## config.mk

```make
export PLATFORM = sky130hd
export DESIGN_NAME = wait_for_transfer_multi
export DESIGN_NICKNAME = d
export VERILOG_FILES = /design/src/rtl/wait_for_transfer_multi.sv
export SDC_FILE = /design/constraint.sdc
export NUM_CORES = 1
export LEC_CHECK = 0
export ABC_CLOCK_PERIOD_IN_PS = 2700
export BUFFER_PORTS_ARGS = -buffer_cell sky130_fd_sc_hd__buf_2
export CELL_PAD_IN_SITES_DETAIL_PLACEMENT = 0
export CELL_PAD_IN_SITES_GLOBAL_PLACEMENT = 1
export CORE_MARGIN = 2
export CORE_UTILIZATION = 42
export DETAILED_ROUTE_END_ITERATION = 10
export GPL_TIMING_DRIVEN = 0
export PLACE_DENSITY_LB_ADDON = 0.25
export SLEW_MARGIN = 20
export SYNTH_ARGS = -nofsm -noshare
export SYNTH_HDL_FRONTEND = slang
export SYNTH_SLANG_ARGS = --single-unit
```

## constraint.sdc

```tcl
create_clock -name clock -period 2.7 [get_ports clock]
set_input_delay 0.27 -clock clock [delete_from_list [all_inputs] [get_ports clock]]
set_output_delay 0.27 -clock clock [all_outputs]
set_load 0.05 [all_outputs]
```

## src/rtl/wait_for_transfer_multi.sv

```systemverilog
// Multi-channel wait-for-transfer custom instruction: per-channel pending/count latches
// with saturating overrun counters, and a CI front end to wait on, poll, read or flush a channel.
module wft_chan #(
  parameter int COUNT_WIDTH   = 16,
  parameter int OVERRUN_WIDTH = 8
) (
  input  logic                     clock,
  input  logic                     reset,
  input  logic                     i_ready,
  input  logic [COUNT_WIDTH-1:0]   i_count,
  input  logic                     i_consume,
  input  logic                     i_ovr_clr,
  output logic                     o_pending,
  output logic [COUNT_WIDTH-1:0]   o_count,
  output logic [OVERRUN_WIDTH-1:0] o_ovr
);
  logic                     r_pending;
  logic [COUNT_WIDTH-1:0]   r_count;
  logic [OVERRUN_WIDTH-1:0] r_ovr;
  logic                     w_ovr_evt;

  // a consume in the same cycle as a new event takes the old value, so it is not an overrun
  assign w_ovr_evt = i_ready & r_pending & ~i_consume;

  always_ff @(posedge clock or negedge reset) begin
    if (!reset) begin
      r_pending <= 1'b0;
      r_count   <= '0;
      r_ovr     <= '0;
    end else begin
      if (i_ready) begin
        r_count   <= i_count;
        r_pending <= 1'b1;
      end else if (i_consume) begin
        r_pending <= 1'b0;
      end
      if (i_ovr_clr)
        r_ovr <= w_ovr_evt ? OVERRUN_WIDTH'(1) : '0;
      else if (w_ovr_evt && r_ovr != '1)
        r_ovr <= r_ovr + 1'b1;
    end
  end

  assign o_pending = r_pending;
  assign o_count   = r_count;
  assign o_ovr     = r_ovr;
endmodule

module wait_for_transfer_multi #(
  parameter int CUSTOM_INSTRUCTION_ID = 42,
  parameter int NUM_CHANNELS          = 4,
  parameter int COUNT_WIDTH           = 16,
  parameter int OVERRUN_WIDTH         = 8
) (
  input  logic                                clock,
  input  logic                                reset,
  input  logic [NUM_CHANNELS-1:0]             dataReady,
  input  logic [NUM_CHANNELS*COUNT_WIDTH-1:0] numberOfFeatures,
  input  logic                                ciStart,
  input  logic                                ciCke,
  input  logic [7:0]                          ciN,
  input  logic [31:0]                         ciValueA,
  input  logic [31:0]                         ciValueB,
  output logic [31:0]                         ciResult,
  output logic                                ciDone
);
  typedef enum logic [1:0] {S_IDLE, S_WAIT, S_RESP} state_t;
  localparam logic [1:0] OP_WAIT = 2'd0, OP_POLL = 2'd1, OP_ROVR = 2'd2, OP_FLUSH = 2'd3;

  state_t      r_state, w_state_n;
  logic [3:0]  r_ch, w_ch_n, w_ch;
  logic [23:0] r_tmo, w_tmo_n;
  logic        r_done, w_done_n;
  logic [31:0] r_result, w_result_n;

  logic [NUM_CHANNELS-1:0]                    w_pend, w_consume, w_ovr_clr;
  logic [NUM_CHANNELS-1:0][COUNT_WIDTH-1:0]   w_cnt;
  logic [NUM_CHANNELS-1:0][OVERRUN_WIDTH-1:0] w_ovr;

  logic                     w_acc, w_ch_ok, w_sel_pend, w_do_consume, w_do_ovr_clr;
  logic [COUNT_WIDTH-1:0]   w_sel_cnt;
  logic [OVERRUN_WIDTH-1:0] w_sel_ovr;
  logic                     w_unused;

  assign w_unused = ^{ciValueA[7:2], ciValueB[31:4]};

  for (genvar k = 0; k < NUM_CHANNELS; k++) begin : g_ch
    wft_chan #(.COUNT_WIDTH(COUNT_WIDTH), .OVERRUN_WIDTH(OVERRUN_WIDTH)) u_ch (
      .clock     (clock),
      .reset     (reset),
      .i_ready   (dataReady[k]),
      .i_count   (numberOfFeatures[k*COUNT_WIDTH +: COUNT_WIDTH]),
      .i_consume (w_consume[k]),
      .i_ovr_clr (w_ovr_clr[k]),
      .o_pending (w_pend[k]),
      .o_count   (w_cnt[k]),
      .o_ovr     (w_ovr[k])
    );
  end

  // the channel comes straight off the bus at accept, from the latched copy while waiting
  assign w_ch    = (r_state == S_IDLE) ? ciValueB[3:0] : r_ch;
  assign w_ch_ok = {1'b0, w_ch} < 5'(NUM_CHANNELS);
  assign w_acc   = ciStart & ciCke & (ciN == 8'(CUSTOM_INSTRUCTION_ID));

  always_comb begin
    w_sel_pend = 1'b0;
    w_sel_cnt  = '0;
    w_sel_ovr  = '0;
    w_consume  = '0;
    w_ovr_clr  = '0;
    for (int k = 0; k < NUM_CHANNELS; k++) begin
      if (w_ch == 4'(k)) begin
        w_sel_pend   = w_pend[k];
        w_sel_cnt    = w_cnt[k];
        w_sel_ovr    = w_ovr[k];
        w_consume[k] = w_do_consume;
        w_ovr_clr[k] = w_do_ovr_clr;
      end
    end
  end

  always_comb begin
    w_state_n    = r_state;
    w_ch_n       = r_ch;
    w_tmo_n      = r_tmo;
    w_done_n     = 1'b0;
    w_result_n   = '0;
    w_do_consume = 1'b0;
    w_do_ovr_clr = 1'b0;
    case (r_state)
      S_IDLE: begin
        if (w_acc) begin
          w_ch_n    = ciValueB[3:0];
          w_done_n  = 1'b1;
          w_state_n = S_RESP;
          if (!w_ch_ok) begin
            w_result_n = 32'h4000_0000;
          end else begin
            case (ciValueA[1:0])
              OP_WAIT: begin
                if (w_sel_pend) begin
                  w_result_n   = {2'b10, 30'(w_sel_cnt)};
                  w_do_consume = 1'b1;
                end else begin
                  w_done_n  = 1'b0;
                  w_tmo_n   = ciValueA[31:8];
                  w_state_n = S_WAIT;
                end
              end
              OP_POLL: begin
                if (w_sel_pend) w_result_n = {2'b10, 30'(w_sel_cnt)};
                w_do_consume = 1'b1;
              end
              OP_ROVR: begin
                w_result_n   = {2'b00, 30'(w_sel_ovr)};
                w_do_ovr_clr = 1'b1;
              end
              default: begin
                w_result_n   = 32'h8000_0000;
                w_do_consume = 1'b1;
                w_do_ovr_clr = 1'b1;
              end
            endcase
          end
        end
      end
      S_WAIT: begin
        // a zero timeout never decrements, so it waits until an event arrives
        if (ciCke) begin
          if (w_sel_pend) begin
            w_done_n     = 1'b1;
            w_result_n   = {2'b10, 30'(w_sel_cnt)};
            w_do_consume = 1'b1;
            w_state_n    = S_RESP;
          end else if (r_tmo != '0) begin
            w_tmo_n = r_tmo - 1'b1;
            if (r_tmo == 24'd1) begin
              w_done_n  = 1'b1;
              w_state_n = S_RESP;
            end
          end
        end
      end
      default: w_state_n = S_IDLE;
    endcase
  end

  always_ff @(posedge clock or negedge reset) begin
    if (!reset) begin
      r_state  <= S_IDLE;
      r_ch     <= '0;
      r_tmo    <= '0;
      r_done   <= 1'b0;
      r_result <= '0;
    end else begin
      r_state  <= w_state_n;
      r_ch     <= w_ch_n;
      r_tmo    <= w_tmo_n;
      r_done   <= w_done_n;
      r_result <= w_result_n;
    end
  end

  assign ciDone   = r_done;
  assign ciResult = r_result;
endmodule

```

==> results.toml <==
[clocking]
cts_tree = "built"
numClockSinks = 149
clk-insertion-delay-late_ps = 430
h-tree-depth = 4
cts-root-to-sink-buffers = 2
cts.clk_slew.worst_paths_ps = 70
cts_buffers = 17
cts_root_buffer = "clkbuf_16"

[synthesis]
synth_ff_type = "dfrtp_1"
synth-seq-area-share_pct = 48.9
synth_edf_count = 0
synth_cell_types = 65
syn_area_um2 = 7630
syn_inst = 755
synth_common_cells = "dfrtp_1 (149), nand2_1 (78), mux2_2 (69)"
synthArstFlopShare_pct = 100
synth-seq-cells = 149
synth_top_cell_area_share_pct = 48.9
synth.area.top_cells = "dfrtp_1 (49%), mux2_2 (10%), nand2_1 (3.8%)"
yosysTopAreaCell = "dfrtp_1"
yosys_warnings = 0
yosysMostFrequentCell = "dfrtp_1"
syn_area_per_cell_um2 = 10.1

[layout]
area_growth_pct = 22.6
multi_input_area_um2 = 3700
final.fill_count = 1725
design_area_um2 = 9360
layout.nets = 1067
drive_gt1_share_pct = 30.6
regArea_um2 = 3730
antenna_cells = 0

[hold_path]
min_to = "g_ch[2].u_ch.o_count[8]"
worstHoldPathType = "input pin to flip-flop"
worstHoldStart = "numberOfFeatures[40]"
holdPathStages = 2

[timing]
worst_clock_skew_ps = 9.98
relSlewSlack_pct = 50.6
setup_tns_ps = 0
max_freq_mhz = 389
drv_slew = 0
setup_ws_ps = 130
hold_violations = 0
setup_violations = 0
fin_crit_ps = 2570
tightest_slew_ps = 740
finalCritPeriodShare_pct = 95.2

[routing]
drtIter0Drc = 397
routed_via_density = 5.57
ant_nets = 0
drt-total-wl_mm = 21.2
drt-pass1-iter-count = 4
avgRoutedWirePerCell_um = 18.3
drc = 0
vias = 6455

[place]
dp_hpwl_mm = 15.1
dpl_cell_area_um2 = 8630
portBuffers = 125
place_ws_ps = -183
globalplace.congestion = 0.907

[setup_path]
reg2reg_from = "r_state[0]"
path_class = "flip-flop to flip-flop"
r2r_end = "r_tmo[22]"
r2r_slack_ps = 130
end_kind = "flip-flop"
cp-start-kind = "flip-flop"
cp_max_fo = 10
arrival_ps = 2910
reg2reg_depth = 10
cp.required_ps = 3040

[grt]
grt_use_total_pct = 22.4
grt_max_degree = 84
grt_remaining_overflow = 0
grt_pass1_wl_mm = 34.1
first_global_vias = 6246
antenna_found_initial = 2

[floorplanning]
initial_utilization_pct = 42.6
die_y_um = 139
dieWidth_um = 139
core_um2 = 17900
rows = 49
fp.dieArea_um2 = 19300
ioPinCount = 177

[power]
p_int_mw = 4.42
combPwrFrac_pct = 14.5
power.share.switching_pct = 29.2
pwr-share-seq_pct = 44.9
powerDensity_nw_per_um2 = 668
p_leak_nw = 4.19
ir_drop_mv = 0.460
power.switching_mw = 1.83
clkPwrFrac_pct = 40.5

[outcome]
status = "complete, no violations"

[job]
maxCapViolCount = 0
## metrics by stage
stage	power [mW]	cells	util (%)	hold WS, ps
final	6.25	1159	52.3	64.3
after global routing	6.56	1159	52.3	54.6
after CTS	6.28	1158	51.9	56.2
after detailed placement	3.75	1123	48.2	330
after global placement	3.72	1122	48.0	472
after floorplan	3.39	768	-	-25.6
## state kept, by name, indices dropped and copies added, names as in the netlist
signal               cells
r_tmo                   24
r_ch                     4
ciDone                   1
g_ch.u_ch.o_count       64
ciResult                18
r_state                  2
g_ch.u_ch.o_pending      4
g_ch.u_ch.o_ovr         32
## power groups by stage
stage	Clock (mW)	Sequential, mW	Combinational, mW
final	2.54	2.81	0.909
after global routing	2.67	2.86	1.04
after CTS	2.56	2.81	0.914
after detailed placement	0	2.84	0.911
after global placement	0	2.84	0.882
after floorplan	0	2.75	0.639
## cell type report
cell class              instances  share of cell area [%]
clock buffers                  18                    4.58
multi-input cells             558                    39.5
flip-flops and latches        149                    39.8
clock inverters                14                    2.03
inverters                       8                   0.321
repair buffers                131                    7.51
plain buffers                  52                    3.14
well taps                     229                    3.06
## placed cells by master, fill, tap and decap left out, types with 28 or more instances in the layout
master   count
a21oi_1     42
buf_2      126
dfrtp_1    149
mux2_2      69
nand2_1     78
nand3_1     28
nor2_1      55
o21ai_0     44
## worst max path at each step
stage	start	to	slack (ps)	cells after the start
after floorplan	r_state[0]	g_ch[0].u_ch.o_ovr[1]	450	9
after global placement	reset	g_ch[0].u_ch.o_count[9]	-980	1
after detailed placement	r_state[1]	ciResult[4]	-180	8
after CTS	r_state[1]	ciResult[4]	20	8
after global routing	r_state[0]	r_tmo[22]	-10	10
final	r_state[0]	r_tmo[22]	130	10
## cells by family after synthesis
group | after synthesis | synth area share, %
adders and majority gates | 6 | 0.984
AOI/OAI and AO/OA | 179 | 15.1
other | 1 | 0.0491
muxes | 81 | 11.8
DFF | 149 | 48.9
buffers and inverters | 61 | 4.11
xor gates and xnor gates | 16 | 1.84
and+or+nand+nor | 262 | 17.3
## critical path, stage by stage, from the launching register on
cell,delay [ps]
dfrtp_1,390
buf_6,160
or4b_1,600
o21ai_2,240
a22oi_1,210
a21oi_2,240
or2_1,130
buf_4,150
buf_4,180
o21ai_0,90
o21ai_0,90
## per-layer routing
metal	track usage (%)	part of all wire [%]	vias up
li1	-	-	3072
met1	31.5	46	3169
met2	34.9	46	188
met3	5.11	6.0	24
met4	6.54	1.3	2
met5	0	0.071	-
## what timing repair did
item / in CTS / in global routing
hold buffers: 1 / 0
endpoints found under the setup margin: 40 / 43
hold endpoints to repair: 82 / 0
pin swaps: 1 / 2
resized for setup: 10 / 18
buffers inserted: 2 / 2
No activity file was read; power rests on OpenSTA's default activity.
